<file path="config.mk">
export PLATFORM = sky130hd
export DESIGN_NAME = bitwise_16_arbiter
export DESIGN_NICKNAME = d
export VERILOG_FILES = /design/src/rtl/bitwise_16_arbiter.sv
export SDC_FILE = /design/constraint.sdc
export NUM_CORES = 1
export LEC_CHECK = 0
export ABC_AREA = 1
export CORE_ASPECT_RATIO = 1.1
export CORE_MARGIN = 2
export CORE_UTILIZATION = 55
export CTS_CLUSTER_DIAMETER = 30
export DETAILED_ROUTE_END_ITERATION = 10
export DONT_BUFFER_PORTS = 1
export PLACE_DENSITY = 0.81
export SYNTH_ARGS = -nofsm -noshare
export SYNTH_HDL_FRONTEND = slang
export SYNTH_SLANG_ARGS = --single-unit
</file>
<file path="constraint.sdc">
create_clock -name clk -period 1.1 [get_ports clk]
set_input_delay 0.11 -clock clk [delete_from_list [all_inputs] [get_ports clk]]
set_output_delay 0.11 -clock clk [all_outputs]
set_load 0.005 [all_outputs]
</file>
<file path="src/rtl/bitwise_16_arbiter.sv">
// Two-requester arbiter in front of one shared bitwise unit (AND/OR/XOR/NOT a), round-robin on contention.
// Latency: gnt pulses the cycle after the sampling edge, done + out the cycle after that; one op per 3 cycles.
// Backpressure: requesters hold req until their gnt pulse; req is only sampled while IDLE, ignored otherwise.
module bitwise_16_arbiter #(
    parameter int WIDTH = 16
) (
    input  logic             clk,
    input  logic             rst_n,
    input  logic             req0,
    input  logic [WIDTH-1:0] a0,
    input  logic [WIDTH-1:0] b0,
    input  logic [1:0]       op0,
    input  logic             req1,
    input  logic [WIDTH-1:0] a1,
    input  logic [WIDTH-1:0] b1,
    input  logic [1:0]       op1,
    output logic             gnt0,
    output logic             gnt1,
    output logic             done0,
    output logic             done1,
    output logic [WIDTH-1:0] out,
    output logic             busy
);

    typedef enum logic [1:0] {
        IDLE = 2'd0,
        EXEC = 2'd1,
        DONE = 2'd2
    } state_t;

    // Operation captured at grant time so later operand changes cannot leak into the result.
    typedef struct packed {
        logic [1:0]       op;
        logic [WIDTH-1:0] a;
        logic [WIDTH-1:0] b;
    } cmd_t;

    state_t           state;
    logic             prio;
    logic             owner;
    cmd_t             cmd;
    cmd_t             win_cmd;
    logic             pick1;
    logic [WIDTH-1:0] result;

    // Winner selection: a lone request wins outright, contention is settled by the priority pointer.
    always_comb begin
        pick1   = req1 & (~req0 | prio);
        win_cmd = pick1 ? {op1, a1, b1} : {op0, a0, b0};
    end

    // Shared bitwise unit operating on the captured command; NOT ignores b.
    always_comb begin
        result = '0;
        case (cmd.op)
            2'b00:   result = cmd.a & cmd.b;
            2'b01:   result = cmd.a | cmd.b;
            2'b10:   result = cmd.a ^ cmd.b;
            default: result = ~cmd.a;
        endcase
    end

    // Control FSM: IDLE arbitrates and captures, EXEC grants and computes, DONE signals completion.
    always_ff @(posedge clk or negedge rst_n) begin
        if (!rst_n) begin
            state <= IDLE;
            prio  <= 1'b0;
            owner <= 1'b0;
            cmd   <= '0;
            out   <= '0;
            gnt0  <= 1'b0;
            gnt1  <= 1'b0;
            done0 <= 1'b0;
            done1 <= 1'b0;
            busy  <= 1'b0;
        end else begin
            case (state)
                IDLE: begin
                    done0 <= 1'b0;
                    done1 <= 1'b0;
                    if (req0 || req1) begin
                        cmd   <= win_cmd;
                        owner <= pick1;
                        prio  <= ~pick1;
                        gnt0  <= ~pick1;
                        gnt1  <= pick1;
                        busy  <= 1'b1;
                        state <= EXEC;
                    end
                end
                EXEC: begin
                    gnt0  <= 1'b0;
                    gnt1  <= 1'b0;
                    out   <= result;
                    done0 <= ~owner;
                    done1 <= owner;
                    state <= DONE;
                end
                DONE: begin
                    done0 <= 1'b0;
                    done1 <= 1'b0;
                    busy  <= 1'b0;
                    state <= IDLE;
                end
                default: begin
                    gnt0  <= 1'b0;
                    gnt1  <= 1'b0;
                    done0 <= 1'b0;
                    done1 <= 1'b0;
                    busy  <= 1'b0;
                    state <= IDLE;
                end
            endcase
        end
    end

endmodule

</file>
=== Word level (Yosys, flattened, before mapping) ===
Cells that the tools add are included.

* Flip-flop bits (word level): 59
* Bits of input ports: 72
* Output and inout port bits: 21
* Word-level logic and storage cells: 46

* Equal/unequal tests: 5
* Mux-type cells: 12
* Bitwise gates (word level): 11
* Reduce and logical (&&, ||, !) cells: 6

{| class="wikitable"
|+ Operators with widths
! operator !! count
|-
| case mux 16 bit (3 select lines) || 1
|-
| two-way mux 34 bit || 1
|-
| bitwise AND 16 bit || 1
|-
| NOT 16 bit || 1
|-
| OR 16 bit || 1
|-
| XOR 16 bit || 1
|-
| case mux 1 bit (2 select lines) || 3
|-
| AND reduction 2 bit || 3
|-
| two-way mux 1 bit || 5
|-
| NOT 1 bit || 5
|-
| equality test 2 x 1 -> 1 bit, second input constant || 2
|-
| equality test 2 bit, second input constant || 2
|-
| zero test 2 bit || 2
|-
| case mux 2 bit (2 select lines) || 1
|-
| two-way mux 2 bit || 1
|-
| inequality test 2 bit, second input constant || 1
|-
| bitwise AND 1 bit || 1
|-
| logical OR 1 bit || 1
|-
| OR 1 bit || 1
|}

=== Logic depth before layout (Yosys ltp) ===
Gate-level depths: netlist of run 1.

* Depth in word-level cells: 6
* Gate-level depth with buffers: 7
* Gate-level depth less buffers: 7

=== Least setup slack after synthesis of run 1 ===
Ideal clock, no wire load.

* Path kind: reg2reg
* From: register state[1]
* To: register cmd[33] (netlist bit)
* Setup time: 0.125 ns
* Arrival: 1.043 ns
* Required time: 0.975 ns
* Path slack: -0.068 ns
* Cell stages (with the launch flop): 6
* Buffers on the path: 1
* Period minus slack after synthesis: 1.168 ns
* Path through: dfrtp_1 -> nor2_4 -> o21ai_4 -> buf_4 -> nand2_1 -> nand3_1

* Word-level cells in the longest chain between the ends: 2

{| class="wikitable"
|+ RTL lines
! item !! RTL line !! text
|-
| start: declaration || 38 || <nowiki>state_t state;</nowiki>
|-
| start signal: assignment || 66 || <nowiki>state <= IDLE;</nowiki>
|-
| start signal: assignment || 88 || <nowiki>state <= EXEC;</nowiki>
|-
| start signal: assignment || 97 || <nowiki>state <= DONE;</nowiki>
|-
| zero test 2 bit || 77 || <nowiki>case (state)</nowiki>
|-
| AND reduction 2 bit (no source line) || -- ||
|-
| end signal: assignment || 82 || <nowiki>cmd <= win_cmd;</nowiki>
|-
| end: declaration || 41 || <nowiki>cmd_t cmd;</nowiki>
|}

Every way passes these cells.
A chain may end at the register's enable or synchronous reset.

=== Worst setup path in the final report of run 1 ===
* From: register state[1]
* To: register cmd[3] (netlist bit)

Same word-level chain as after synthesis.

==> impl_metrics.ini, run 1 <==
[cells_and_area]
syn2layout_area_growth_pct = 44.4
fin_util = 0.814
final_common_cell = nand2_1
drive_gt1_frac = 0.236
instances_no_fill = 675
fin_nets = 692
insertedDiodeCount = 0
postLayoutCellArea_um2 = 5330
final_cell_mix = 104 x nand2_1, 82 x nand3_1, 68 x dlygate4sd3_1, 56 x inv_1, 55 x dfrtp_1

[pwr]
pwr-share-clk = 0.147
seqPwrFrac = 0.267
fin_total_pwr_w = 0.0161
pwr-share-comb = 0.586
max-vdd-ir-drop_v = 0.00218
swShare = 0.470
leakage_nw = 2.72
internal_power_w = 0.00855
power_switching_w = 0.00758
cellPowerDensity_nw_per_um2 = 3020

[critical_path]
cp-end-kind = register
critPathArrivalTime_ns = 1.63
slowest_stage = dfrtp_2
max_stage_delay_ns = 0.46
crit_top_cell = nand3_1
r2r-end = cmd[3]
worstSetupStartpointType = register
path_cells = inv_2, nand2_2, nor2_4, buf_6, nand3_1, nand3_1
critPathKind = register to register
crit_fanout = 7
r2r_slack_ns = -0.25
critPathRequiredTime_ns = 1.38
timing.rr.start = state[1]
reg2regPathDepth = 6

[timing]
rsz0062_at_grt = yes
maxSlewHeadroom = 0.616
max_freq_ghz = 0.742
hold_violations = 87
holdWs_ns = -0.567
setup_viol = 57
finalWorstSetupSlack_ns = -0.248
timing.final.crit_share = 1.23
fin_skew_ns = 0.0219
layout_min_cycle_time_ns = 1.35
final_max_slew_viol_count = 0
worstMarginPinSlew_ns = 0.570

[run_status]
status = finished with violations
violations = negative hold slack, negative setup slack

[synthesis]
avgSynthCellArea_um2 = 7.71
synth_cell_types = 18
ys_seq_elements = 59
synth-seq-area-share = 0.400
synth_nets = 583
synth_warnings = 0
syn_inst = 479
netlist_area_um2 = 3690

[grt]
grt_pass1_wl_mm = 21.6
first_global_vias = 4180
grt_util_all_layers = 0.390
antenna_found_initial = 0
grt_max_degree = 60
gr-total-overflow = 0

[floorplanning]
start_util = 0.563
die_w_um = 82.1
die-area_um2 = 7390
die_y_um = 89.9
io_pins = 93
core_area_um2 = 6560
rows = 31

[detailed_routing]
wire_per_inst_um = 22.7
via_per_inst = 6.46
route.detailed.drc = 0
drtPass1Iterations = 5
ant_nets = 0
vias = 4358
drt_iter0_markers = 661
routed_wl_mm = 15.3

[placed_design]
placed_area_um2 = 4070
place_hpwl_mm = 6.93
pre_cts_ws_ns = -0.103
gp_congestion = 0.867
place_inst = 583
io_buffers = 0

[clock_tree]
cts_buffers = 9
clk_latency_ns = 0.36
cts.clk_slew.worst_paths_ns = 0.09
clkSinkCount = 59
cts_root_buf = clkbuf_8
max-clock-path-buffers = 2
cts_max_level = 3
cts_tree = done

[run]
drv_cap = 0

[worst_hold_path]
hp-class = input pin to async pin
==> routing by layer <==
layer | vias to the layer above | wire length (µm) | track usage
met5 | - | 0 | 0
met1 | 2051 | 5380 | 0.469
met3 | 98 | 1670 | 0.0843
met4 | 0 | 898 | 0.215
li1 | 1790 | - | -
met2 | 419 | 7350 | 0.633
==> registers in the layout, indices dropped and copies added (netlist names) <==
name	cells
done1	1
owner	1
cmd	34
done0	1
busy	1
gnt1	1
state	2
gnt0	1
out	16
prio	1
==> cells in the mapped netlist (all sizes together) <==
cell | count | share of area
nand2 | 117 | 0.12
nand3 | 101 | 0.14
inv | 67 | 0.068
dfrtp | 59 | 0.40
nand4 | 34 | 0.058
ha | 32 | 0.11
o21ai | 32 | 0.046
buf | 23 | 0.042
clkbuf | 7 | 0.0071
nor2 | 7 | 0.013
==> power by group through the flow <==
stage / clock, W / combinational, W / sequential, W
floorplan: 0 / 0.00460 / 0.00391
global placement: 0 / 0.00661 / 0.00406
detailed placement: 0 / 0.00692 / 0.00410
CTS: 0.00229 / 0.00782 / 0.00412
global route: 0.00246 / 0.0100 / 0.00439
finish: 0.00237 / 0.00945 / 0.00431
==> logic make-up (layout without fill, tap and decap cells) <==
logic type	after synthesis	in the layout	synth area share
buffers and inverters	97	211	0.118
AO/OA/AOI/OAI	32	32	0.0464
flip-flops	59	59	0.400
AND/OR/NAND/NOR	259	259	0.328
adder cells (fa/ha/maj)	32	32	0.108
==> worst max-delay path: cells and delay by family (launching register included) <==
kind / cells / cell delay, ns
buf+inv: 2 / 0.30
simple gates: 4 / 0.51
flops: 1 / 0.46
==> how the worst max path moves through the flow <==
stage	start	endpoint	slack (ns)
6_report	state[1]	cmd[3]	-0.25
5_1_grt	state[0]	cmd[3]	-0.26
4_1_cts	state[1]	cmd[23]	-0.09
3_5_place_dp	cmd[23]	out[7]	-0.10
3_3_place_gp	state[1]	cmd[22]	-0.06
2_1_floorplan	state[1]	cmd[33]	-0.002
==> timing repair <==
item	in CTS	in global routing
cloned	2	1
buffers inserted	4	1
setup endpoints to repair	56	58
hold buffers	67	1
resized for setup	51	45
pin swaps	7	6
endpoints found under the hold margin	95	86
==> cell type report <==
class	instances	area, µm²
Multi-Input combinational cell	323	2020
Sequential cell	59	1480
Timing Repair Buffer	128	1240
Fill cell	320	1220
Inverter	67	262
Clock buffer	12	155
Tap cell	82	103
Clock inverter	4	72.6
==> metrics by stage <==
step           hold slack (ns)  setup TNS (ns)
2_1_floorplan           -0.186        -0.00188
3_3_place_gp            -0.183           -1.32
3_5_place_dp            -0.184           -2.93
4_1_cts                 -0.552           -3.34
5_1_grt                 -0.570          -10.24
6_report                -0.567           -8.90
No activity file was read; power rests on OpenSTA's default activity.
==> run 2, diff against run 1 <==
PLACE_DENSITY = 0.78   (was 0.81)
clock period = 1.55 ns   (was 1.1 ns; I/O delays follow)
==> impl_metrics.ini, run 2 (same netlist as run 1, synthesis figures left out) <==
[critical_path]
crit_start = req1
path_cells = dlygate4sd3_1, nand4_1, nand3_1
max_stage_delay_ns = 1.20
critPathRequiredTime_ns = 1.82
cp-end-kind = register
critPathArrivalTime_ns = 1.72
critPathBufInv = 1
r2r-end = out[6]
path_delay_family = buffers and inverters
worstSetupStartpointType = input pin
critPathKind = input pin to register
crit_fanout = 25
r2r_slack_ns = 0.13
slowest_stage = dlygate4sd3_1
reg2regPathDepth = 6
timing.rr.start = cmd[33]

[clock_tree]
cts_buffers = 9
max-clock-path-buffers = 2
clkSinkCount = 59
cts_root_buf = clkbuf_8
cts_tree = done
clk_latency_ns = 0.35
cts_resized = 0
cts.clk_slew.worst_paths_ns = 0.07
cts_max_level = 3

[floorplanning]
core_area_um2 = 6560
die_w_um = 82.1
die-area_um2 = 7390
rows = 31
io_pins = 93
die_y_um = 89.9
start_util = 0.563

[cells_and_area]
drive_gt1_frac = 0.0734
fin_util = 0.716
fillers = 474
insertedDiodeCount = 0
reg_top3 = cmd x34, out x16, state x2
final_common_cell = nand2_1
largest_reg_flops = 34
top_register = cmd
multi_input_area_um2 = 1780
instances_no_fill = 627
syn2layout_area_growth_pct = 27.1
ff_latch_area_um2 = 1480
postLayoutCellArea_um2 = 4690
final_cell_mix = 114 x nand2_1, 101 x nand3_1, 66 x dlygate4sd3_1, 65 x inv_1, 59 x dfrtp_1
fin_nets = 645

[detailed_routing]
drtPass1Iterations = 6
wire_per_inst_um = 17.9
ant_nets = 0
route.detailed.drc = 0
routed_wl_mm = 11.2
vias = 3683
via_per_inst = 5.87
drt_iter0_markers = 427

[run_status]
status = finished with violations
violations = negative hold slack

[grt]
grt_use_met2 = 0.507
grt_pass1_wl_mm = 18.6
gr-total-overflow = 0
first_global_vias = 3666
grt_max_degree = 60
grtUsageMet3 = 0.0803
grt_use_met1 = 0.445
antenna_found_initial = 0
grt_util_all_layers = 0.332
top_usage_layer = met2

[timing]
layout_min_cycle_time_ns = 1.45
maxSlewHeadroom = 0.329
rsz0062_at_grt = no
fin_skew_ns = 0.0102
timing.final.crit_share = 0.934
setup_viol = 0
setup_tns_ns = 0
worstMarginPinSlew_ns = 1.00
holdWs_ns = -0.00175
hold_violations = 1
max_freq_ghz = 0.691
final_max_slew_viol_count = 0

[worst_hold_path]
hp-class = input pin to register
min_delay_path_depth = 2
hold_end = cmd[33]
min_from = op0[1]

[placed_design]
place_inst = 541
io_buffers = 0
place_hpwl_mm = 6.09
placed_area_um2 = 3700
gp_congestion = 0.840

[run]
drv_cap = 0

[pwr]
cellPowerDensity_nw_per_um2 = 1980
leakage_nw = 2.41
fin_total_pwr_w = 0.00929
max-vdd-ir-drop_v = 0.00109
==> run 2: changes by cell type in the layout (fill, tap and decap cells not counted), moves of 8 or more <==
cell     change
o21ai_2      -8
nand2_1     +10
buf_6       -11
nand3_2     -15
o21ai_0     +18
nand2_2      -8
nand3_1     +19
buf_4       -31
inv_1        +9
o21ai_1     -10
==> run 2: layer usage <==
layer  vias to the layer above  wire length [µm]
li1                       1699                 -
met1                      1728              4420
met2                       218              5410
met3                        38              1050
met4                         0               369
met5                         -                 0
==> run 2: cell type report <==
cell class / count / share of cell area
clock buffers: 11 / 0.0323
clock inverters: 4 / 0.0208
inverters: 67 / 0.0536
multi-input cells: 323 / 0.380
flip-flops and latches: 59 / 0.315
well taps: 82 / 0.0219
repair buffers: 81 / 0.177
==> run 2: worst register-to-register path: stages, from the launching register on <==
cell and delay, ns:
dfrtp_1 0.42, inv_1 0.45, nand2_1 0.15, nand2_1 0.10
nand3_1 0.09, nand2_1 0.08, nand2_1 0.05
==> run 2: report_power, final <==
part | leakage (nW) | total, W | internal (W) | switching (W)
Clock | 0.122 | 0.00177 | 0.00115 | 0.000626
Combinational | 1.56 | 0.00445 | 0.00169 | 0.00276
Sequential | 0.729 | 0.00307 | 0.00230 | 0.000772
Total | 2.41 | 0.00929 | 0.00513 | 0.00416
==> run 2: how the worst max path moves through the flow <==
| stage | to | slack [ns] | cells past startpoint |
|---|---|---|---|
| floorplan | cmd[33] | 0.38 | 5 |
| global placement | out[6] | 0.13 | 4 |
| detailed placement | out[12] | 0.14 | 4 |
| CTS | out[1] | 0.12 | 4 |
| global route | cmd[6] | 0.03 | 3 |
| finish | cmd[7] | 0.10 | 3 |
==> run 2: what timing repair did <==
item | CTS | global route
setup endpoints to repair | 0 | 16
endpoints found under the hold margin | 92 | 0
buffers inserted | 0 | 4
hold buffers | 67 | 0
==> run 2: stage by stage <==
step / setup WS (ns) / hold WS, ns
3_3_place_gp: 0.134 / -0.138
4_1_cts: 0.116 / 0.000892
6_report: 0.103 / -0.00175
2_1_floorplan: 0.382 / -0.141
5_1_grt: 0.0255 / 0.0210
3_5_place_dp: 0.142 / -0.139
==> run 3, diff against run 2 <==
GPL_ROUTABILITY_DRIVEN = 0   (was default)
==> impl_metrics.ini, run 3 (same netlist as run 1, synthesis figures left out) <==
[cells_and_area]
instances_no_fill = 620
top_register = cmd
final_common_cell = nand2_1
insertedDiodeCount = 0
syn2layout_area_growth_pct = 21.8
postLayoutCellArea_um2 = 4500
largest_reg_flops = 34
fin_nets = 637
drive_gt1_frac = 0.0743
fin_util = 0.686
final_cell_mix = 114 x nand2_1, 101 x nand3_1, 65 x inv_1, 59 x dfrtp_1, 57 x dlygate4sd3_1
reg_top3 = cmd x34, out x16, state x2

[grt]
grt_pass1_wl_mm = 17.3
grt_use_met2 = 0.476
top_usage_layer = met2
first_global_vias = 3570
gr-total-overflow = 0
grtUsageMet3 = 0.0753
grt_util_all_layers = 0.310
grt_use_met1 = 0.415
grt_max_degree = 60
antenna_found_initial = 0

[placed_design]
placed_area_um2 = 3700
place_inst = 541
place_hpwl_mm = 6.20
io_buffers = 0

[critical_path]
critPathArrivalTime_ns = 1.64
slowest_stage = nor2_2
critPathBufInv = 0
worstSetupStartpointType = register
crit_cells = 5
crit_fanout = 16
path_cells = nor2_2, nand2_1, nand3_1, nand2_1, nand2_1
critPathRequiredTime_ns = 1.83
critPathKind = register to register
reg2regPathDepth = 5
crit_top_cell = nand2_1
path_delay_family = simple AND/OR/NAND/NOR gates
max_stage_delay_ns = 0.52
cp-end-kind = register

[timing]
worstMarginPinSlew_ns = 0.859
layout_min_cycle_time_ns = 1.36
final_max_slew_viol_count = 0
timing.final.crit_share = 0.877
setup_viol = 0
fin_skew_ns = 0.00497
max_freq_ghz = 0.736
maxSlewHeadroom = 0.425
setup_tns_ns = 0
hold_violations = 0
rsz0062_at_grt = no

[floorplanning]
start_util = 0.563
rows = 31
io_pins = 93
die_w_um = 82.1
die-area_um2 = 7390
core_area_um2 = 6560
die_y_um = 89.9

[clock_tree]
cts_tree = done
cts_max_level = 3
clk_latency_ns = 0.33
clkSinkCount = 59
cts_buffers = 9
cts.clk_slew.worst_paths_ns = 0.07
max-clock-path-buffers = 2
cts_root_buf = clkbuf_8

[pwr]
leakage_nw = 2.33
fin_total_pwr_w = 0.00855
cellPowerDensity_nw_per_um2 = 1900
max-vdd-ir-drop_v = 0.00116

[run]
drv_cap = 0

[detailed_routing]
ant_nets = 0
drt_iter0_markers = 414
via_per_inst = 5.91
wire_per_inst_um = 17.1
routed_wl_mm = 10.6
drtPass1Iterations = 5
route.detailed.drc = 0
vias = 3667

[run_status]
status = complete, no violations

[worst_hold_path]
hp-class = input pin to register
min_delay_path_depth = 2
[run 3: cell count changes in the layout (fill, tap and decap cells not counted), sizes merged]
cell	before	now
clkinv	0	3
clkinvlp	1	2
buf	15	16
bufinv	3	0
dlygate4sd3	66	57
[run 3: worst paths after layout]
path                            startpoint  endpoint  slack (ns)
worst max-delay path               cmd[33]   out[10]        0.19
worst min-delay path                 b1[9]    cmd[9]       0.009
worst max register to register     cmd[33]   out[10]        0.19
worst min register to register       owner     done0        0.43
max in group asynchronous            rst_n   cmd[29]        0.90
min in group asynchronous            rst_n    cmd[3]        0.41
[run 3: per-stage QoR]
step	setup WS, ns	hold WS [ns]
floorplan	0.382	-0.141
finish	0.191	0.00855
detailed placement	0.157	-0.138
global route	0.0575	0.000311
CTS	0.143	0.000457
global placement	0.146	-0.138
[run 3: per-layer routing]
metal | up-vias | share of wire
li1 | 1686 | -
met1 | 1725 | 0.40
met2 | 213 | 0.48
met3 | 43 | 0.086
met4 | 0 | 0.031
met5 | - | 0
[run 3: repair_timing]
item / CTS / global route
hold buffers: 58 / 0
setup buffers: 0 / 5
gates resized for setup: 0 / 1
setup endpoints to repair: 0 / 10
endpoints found under the hold margin: 91 / 0
[run 3: area by class of cell]
type                    instances  area [µm²]
clock buffers                  11         131
clock inverters                 5        30.0
fillers                       482        2060
inverters                      67         251
multi-input cells             323        1780
flip-flops and latches         59        1480
well taps                      82         103
repair buffers                 73         723
[run 3: where the power goes]
group          switching [W]  internal (W)  total [W]
combinational        0.00269       0.00162    0.00432
sequential          0.000748       0.00230    0.00305
clock               0.000619      0.000572    0.00119
total                0.00406       0.00449    0.00855
